===== src/rtl/hazard_pkg.sv =====
// Shared constants and types for the register hazard scoreboard.
package hazard_pkg;

    // Default register address width (2**HZ_REG_W architectural registers).
    localparam int unsigned HZ_REG_W   = 5;
    // Default maximum result latency in cycles.
    localparam int unsigned HZ_MAX_LAT = 4;
    // Counter / latency field width able to hold 0..HZ_MAX_LAT.
    localparam int unsigned HZ_LAT_W   = $clog2(HZ_MAX_LAT + 1);

    typedef logic [HZ_LAT_W-1:0] lat_t;
    typedef logic [HZ_REG_W-1:0] reg_addr_t;

endpackage


===== src/rtl/hazard_scoreboard_if.sv =====
// Decode-to-scoreboard interface: issue request, source operands and hazard results.
interface hazard_scoreboard_if
    import hazard_pkg::*;
#(
    parameter int unsigned REG_W   = HZ_REG_W,
    parameter int unsigned NUM_SRC = 2,
    parameter int unsigned MAX_LAT = HZ_MAX_LAT
);
    localparam int unsigned LAT_W = $clog2(MAX_LAT + 1);

    logic                              issue_valid;
    logic                              issue_wr;
    logic [REG_W-1:0]                  issue_rd;
    logic [LAT_W-1:0]                  issue_lat;
    logic [NUM_SRC-1:0][REG_W-1:0]     src_addr;
    logic [NUM_SRC-1:0]                src_used;
    logic                              flush;
    logic                              stall;
    logic [NUM_SRC-1:0]                fwd;
    logic [REG_W:0]                    busy_count;

    // Decode stage side.
    modport master (
        output issue_valid, issue_wr, issue_rd, issue_lat, src_addr, src_used, flush,
        input  stall, fwd, busy_count
    );

    // Scoreboard side.
    modport slave (
        input  issue_valid, issue_wr, issue_rd, issue_lat, src_addr, src_used, flush,
        output stall, fwd, busy_count
    );

endinterface


===== src/rtl/sb_entry.sv =====
// One pending-write down-counter for a single architectural register.
module sb_entry
    import hazard_pkg::*;
#(
    parameter int unsigned LAT_W = HZ_LAT_W
) (
    input  logic             i_clk,
    input  logic             i_reset,
    input  logic             i_load,
    input  logic [LAT_W-1:0] i_lat,
    output logic [LAT_W-1:0] o_cnt
);
    logic [LAT_W-1:0] r_cnt;

    // Load a new latency on accepted issue, otherwise count down to zero.
    always_ff @(posedge i_clk or negedge i_reset) begin
        if (!i_reset) begin
            r_cnt <= '0;
        end else if (i_load) begin
            r_cnt <= i_lat;
        end else if (r_cnt != '0) begin
            r_cnt <= r_cnt - LAT_W'(1);
        end
    end

    assign o_cnt = r_cnt;

endmodule


===== src/rtl/hazard_scoreboard.sv =====
// Register hazard scoreboard: per-register result countdown, RAW/WAW/writeback-slot
// stall generation, bypass selects and a pending-write count.
module hazard_scoreboard
    import hazard_pkg::*;
#(
    parameter int unsigned REG_W     = HZ_REG_W,
    parameter int unsigned NUM_SRC   = 2,
    parameter int unsigned MAX_LAT   = HZ_MAX_LAT,
    parameter int unsigned SINGLE_WB = 1
) (
    input  logic                i_clk,
    input  logic                i_reset,
    hazard_scoreboard_if.slave  sb_if
);
    localparam int unsigned LAT_W  = $clog2(MAX_LAT + 1);
    localparam int unsigned NREG   = 2 ** REG_W;
    localparam int unsigned BUSY_W = REG_W + 1;

    logic [LAT_W-1:0]   w_cnt [NREG];
    logic [LAT_W-1:0]   w_lat_eff;
    logic               w_dst_ok;
    logic               w_raw;
    logic               w_waw;
    logic               w_slot_hit;
    logic               w_wb;
    logic               w_stall;
    logic               w_accept;
    logic               w_load_en;
    logic [NUM_SRC-1:0] w_fwd;
    logic [BUSY_W-1:0]  w_busy;

    // Register 0 never has a pending write.
    assign w_cnt[0] = '0;

    for (genvar r = 1; r < NREG; r++) begin : g_entry
        sb_entry #(
            .LAT_W (LAT_W)
        ) u_entry (
            .i_clk   (i_clk),
            .i_reset (i_reset),
            .i_load  (w_load_en && (sb_if.issue_rd == REG_W'(r))),
            .i_lat   (w_lat_eff),
            .o_cnt   (w_cnt[r])
        );
    end

    // Saturate the requested latency to the deepest counter value.
    always_comb begin
        w_lat_eff = sb_if.issue_lat;
        if (sb_if.issue_lat > LAT_W'(MAX_LAT)) begin
            w_lat_eff = LAT_W'(MAX_LAT);
        end
    end

    // RAW detection and bypass selects from pre-issue counters.
    always_comb begin
        w_raw = 1'b0;
        w_fwd = '0;
        for (int i = 0; i < NUM_SRC; i++) begin
            if (sb_if.src_used[i] && (sb_if.src_addr[i] != '0)) begin
                if (w_cnt[sb_if.src_addr[i]] > LAT_W'(1)) begin
                    w_raw = 1'b1;
                end
                if (w_cnt[sb_if.src_addr[i]] == LAT_W'(1)) begin
                    w_fwd[i] = 1'b1;
                end
            end
        end
    end

    // WAW ordering and single-writeback-port slot conflict.
    always_comb begin
        w_dst_ok   = sb_if.issue_wr && (sb_if.issue_rd != '0);
        w_waw      = w_dst_ok && (w_cnt[sb_if.issue_rd] > w_lat_eff);
        w_slot_hit = 1'b0;
        for (int r = 1; r < NREG; r++) begin
            if (w_cnt[r] == w_lat_eff) begin
                w_slot_hit = 1'b1;
            end
        end
        // A zero-latency issue creates no entry, so it cannot claim a writeback slot.
        w_wb = (SINGLE_WB != 0) && w_dst_ok && (w_lat_eff != '0) && w_slot_hit;
    end

    // Stall and accept; flush kills the decode instruction without touching state.
    always_comb begin
        w_stall   = sb_if.issue_valid && (w_raw || w_waw || w_wb);
        w_accept  = sb_if.issue_valid && !w_stall && !sb_if.flush;
        w_load_en = w_accept && w_dst_ok && (w_lat_eff != '0);
    end

    // Count registers with a pending write.
    always_comb begin
        w_busy = '0;
        for (int r = 1; r < NREG; r++) begin
            if (w_cnt[r] != '0) begin
                w_busy = w_busy + BUSY_W'(1);
            end
        end
    end

    assign sb_if.stall      = w_stall;
    assign sb_if.fwd        = w_fwd;
    assign sb_if.busy_count = w_busy;

endmodule

===== src/flat_wrapper.sv =====
// flat-port wrapper written by rule: the top's interface ports become plain ports
module hazard_scoreboard_flat import hazard_pkg::*;
#(
    parameter int unsigned REG_W     = HZ_REG_W,
    parameter int unsigned NUM_SRC   = 2,
    parameter int unsigned MAX_LAT   = HZ_MAX_LAT,
    parameter int unsigned SINGLE_WB = 1
)
  (i_clk, i_reset, sb_if_issue_valid, sb_if_issue_wr, sb_if_issue_rd, sb_if_issue_lat, sb_if_src_addr, sb_if_src_used, sb_if_flush, sb_if_stall, sb_if_fwd, sb_if_busy_count);
  hazard_scoreboard_if #(.REG_W(REG_W), .NUM_SRC(NUM_SRC), .MAX_LAT(MAX_LAT)) sb_if_i ();
  input  logic i_clk;
  input  logic i_reset;
  input wire logic [$bits(sb_if_i.issue_valid)-1:0] sb_if_issue_valid;
  input wire logic [$bits(sb_if_i.issue_wr)-1:0] sb_if_issue_wr;
  input wire logic [$bits(sb_if_i.issue_rd)-1:0] sb_if_issue_rd;
  input wire logic [$bits(sb_if_i.issue_lat)-1:0] sb_if_issue_lat;
  input wire logic [$bits(sb_if_i.src_addr)-1:0] sb_if_src_addr;
  input wire logic [$bits(sb_if_i.src_used)-1:0] sb_if_src_used;
  input wire logic [$bits(sb_if_i.flush)-1:0] sb_if_flush;
  output wire logic [$bits(sb_if_i.stall)-1:0] sb_if_stall;
  output wire logic [$bits(sb_if_i.fwd)-1:0] sb_if_fwd;
  output wire logic [$bits(sb_if_i.busy_count)-1:0] sb_if_busy_count;
  assign sb_if_i.issue_valid = sb_if_issue_valid;
  assign sb_if_i.issue_wr = sb_if_issue_wr;
  assign sb_if_i.issue_rd = sb_if_issue_rd;
  assign sb_if_i.issue_lat = sb_if_issue_lat;
  assign sb_if_i.src_addr = sb_if_src_addr;
  assign sb_if_i.src_used = sb_if_src_used;
  assign sb_if_i.flush = sb_if_flush;
  assign sb_if_stall = sb_if_i.stall;
  assign sb_if_fwd = sb_if_i.fwd;
  assign sb_if_busy_count = sb_if_i.busy_count;
  hazard_scoreboard #(.REG_W(REG_W), .NUM_SRC(NUM_SRC), .MAX_LAT(MAX_LAT), .SINGLE_WB(SINGLE_WB)) u_core (.i_clk(i_clk), .i_reset(i_reset), .sb_if(sb_if_i));
endmodule

===== config.mk =====
export PLATFORM = sky130hd
export DESIGN_NAME = hazard_scoreboard_flat
export DESIGN_NICKNAME = d
export VERILOG_FILES = /design/src/rtl/hazard_pkg.sv /design/src/rtl/hazard_scoreboard_if.sv /design/src/rtl/sb_entry.sv /design/src/rtl/hazard_scoreboard.sv /design/src/flat_wrapper.sv
export SDC_FILE = /design/constraint.sdc
export NUM_CORES = 1
export LEC_CHECK = 0
export CAP_MARGIN = 20
export CORE_ASPECT_RATIO = 0.9
export CORE_MARGIN = 4
export CORE_UTILIZATION = 50
export DETAILED_ROUTE_END_ITERATION = 8
export GPL_TIMING_DRIVEN = 0
export PLACE_DENSITY = 0.67
export SETUP_SLACK_MARGIN = 0.5
export SLEW_MARGIN = 10
export SYNTH_ARGS = -nofsm -noshare
export SYNTH_HDL_FRONTEND = slang
export SYNTH_HIERARCHICAL = 1
export SYNTH_SLANG_ARGS = --single-unit

===== constraint.sdc =====
create_clock -name i_clk -period 24.4 [get_ports i_clk]
set_clock_uncertainty 0.05 [all_clocks]
set_input_delay 4.88 -clock i_clk [delete_from_list [all_inputs] [get_ports i_clk]]
set_output_delay 4.88 -clock i_clk [all_outputs]
set_load 0.1 [all_outputs]

==> impl_metrics.ini <==
[clocking]
clockBufferDepth = 2
clk_pin_slew_worst_paths_ps = 70
numClockSinks = 93
hold_buffers = 0
clk_latency_ps = 360
cts_buffers = 9
root_buffer = clkbuf_16
h-tree-depth = 3
cts_tree = yes

[timing]
rsz0062_at_grt = no
post-route-period-util = 0.9296
worst_slew_pin_slew_ps = 1040
setup_viol = 0
totalNegativeSetupSlack_ps = 0
layout_min_cycle_time_ps = 22680
timing.fmax_mhz = 44.09
maxSlewViolCount = 0
hold_viol = 0
holdWs_ps = 581.4
max_slew_margin = 0.3016
final.setup.worst_slack_ps = 1718

[hold_path]
holdPathStages = 2
hp-class = reg2reg
worstHoldStart = u_core/g_entry[3].u_entry/o_cnt[2]
hold_path_end = u_core/g_entry[3].u_entry/o_cnt[2]

[logic_synthesis]
synthTopCellsByArea = dfrtp_1, mux4_2, ha_1
ys_seq_area_frac = 0.1630
synth_edf_count = 0
synth_cell_types = 80
postSynthRegisterBits = 93
avgSynthCellArea_um2 = 8.241
yosysWarnings = 6
yosys.area.top_type_share = 0.1630
async_reset_ff_frac = 1.000
syn-num-nets = 1852
ys.flop_type = dfrtp_1
syn_area_um2 = 14270
postSynthCellCount = 1732
synth_top_cell_by_area = dfrtp_1

[detailed_routing]
drc = 0
vias = 14150
ant_nets = 0
post_drt_via_cell_ratio = 6.604
totalWireLength_um = 45820
drt-initial-drc-count = 1618
dr.pass1.iters = 5
wire_per_inst_um = 21.39

[grt]
globalRouteOverflowTotal = 0
grt_max_degree = 59
grt_use_total = 0.2879
grt_pass1_vias = 13090
antenna_found_initial = 0
grt_pass1_wl_um = 71550

[worst_setup_path]
crit_slowest_cell = dlygate4sd2_1
r2r_slack_ps = 18860
reg2reg_depth = 18
cp_num_buf_inv = 5
cp_num_cells = 79
max_stage_delay_ps = 870
crit_fanout = 10
crit_path_start_kind = flip-flop
crit_family = adder cells
cp-end-kind = primary output
cp-startpoint = u_core/g_entry[2].u_entry/o_cnt[1]
rr_endpoint = u_core/g_entry[10].u_entry/o_cnt[1]
crit-reg2reg-launch = u_core/g_entry[3].u_entry/o_cnt[1]
cp.required_ps = 19470
cp_common_cell = ha_1
arrival_ps = 17750
worstSetupPathType = reg2out

[placement]
port_buffers = 26
gp_congestion = 0.9926
place_worst_setup_slack_ps = 534.2
dp.final_hpwl_um = 33780

[final_layout]
antenna-diode-count = 0
largest_register_ffs = 93
synthToLayoutAreaGrowth_pct = 7.985
final_cell_mix = inv_1, nor2_1, nor2b_1, xnor2_1, ha_1
fin_nets = 1897
final_common_cell = inv_1
layout-drive-gt1-share = 0.07632

[floorplan]
dieArea_um2 = 31320
coreArea_um2 = 28010
rows = 58
ios = 34
die_w_um = 186.1
initial_utilization = 0.5096
die_h_um = 168.3

[job]
cap_violations = 0

[run_status]
status = finished clean
what timing repair did:
item,4_1_cts,5_1_grt
gates resized for setup,7,15
pin swaps,0,1
endpoints found under the setup margin,5,5
setup buffers,0,1
cell usage after synthesis, types with 9 or more instances:
cell type	count
a211oi_1	26
a21oi_1	45
a221oi_1	34
a22oi_1	15
a311oi_1	32
a31oi_1	48
and2_1	9
buf_1	13
clkbuf_1	55
dfrtp_1	93
ha_1	95
inv_1	149
mux2_2	15
mux2i_1	19
mux4_2	53
nand2_1	72
nand2b_1	71
nand3_1	26
nand4_1	15
nor2_1	141
nor2b_1	99
nor3_1	62
nor4_1	36
nor4b_1	63
o21ai_0	58
o31ai_1	18
or3_1	30
or3b_1	31
xnor2_1	96
xor2_1	90
cells by family after synthesis:
logic type      share of synthesized area
simple gates                       0.2810
compound gates                     0.1652
buf+inv                           0.05794
xor+xnor                           0.1407
fa+ha+maj                         0.08327
flops                              0.1630
mux                                0.1088
per-layer routing:
layer,part of all wire,GRT usage
met1,0.43,0.4168
met2,0.43,0.4324
met3,0.10,0.05098
met4,0.043,0.1020
met5,0,0
metrics by stage:
stage               utilization  instance area, µm²  instances
detailed placement       0.5383               15080       2122
global placement         0.5349               14980       2118
global route             0.5503               15410       2142
finish                   0.5503               15410       2142
floorplan                     -               14270       1732
CTS                      0.5486               15370       2138
worst max-delay path by stage:
stage,end,slack (ps)
2_1_floorplan,sb_if_busy_count[1],2870
3_3_place_gp,sb_if_busy_count[5],790
3_5_place_dp,sb_if_busy_count[5],530
4_1_cts,sb_if_busy_count[5],610
5_1_grt,sb_if_busy_count[1],520
6_report,sb_if_busy_count[1],1720
area by class of cell:
cell class / instances / area, µm²
buffer: 70 / 269.0
clock buffer: 10 / 239.0
clock inverter: 6 / 53.80
fill: 2623 / 12600
inverter: 149 / 559.3
multi-input combinational: 1420 / 11160
sequential: 93 / 2327
tap: 360 / 450.4
timing repair buffer: 34 / 355.3
tightest hold or removal path, cell delays in order (launching register included):
cell      delay (ps)
dfrtp_1          430
nand2b_1          90
a31oi_1           80
Power is left out: the tool's default activity adds up to more than one toggle a clock period on the data nets, which glitch-free logic cannot reach.
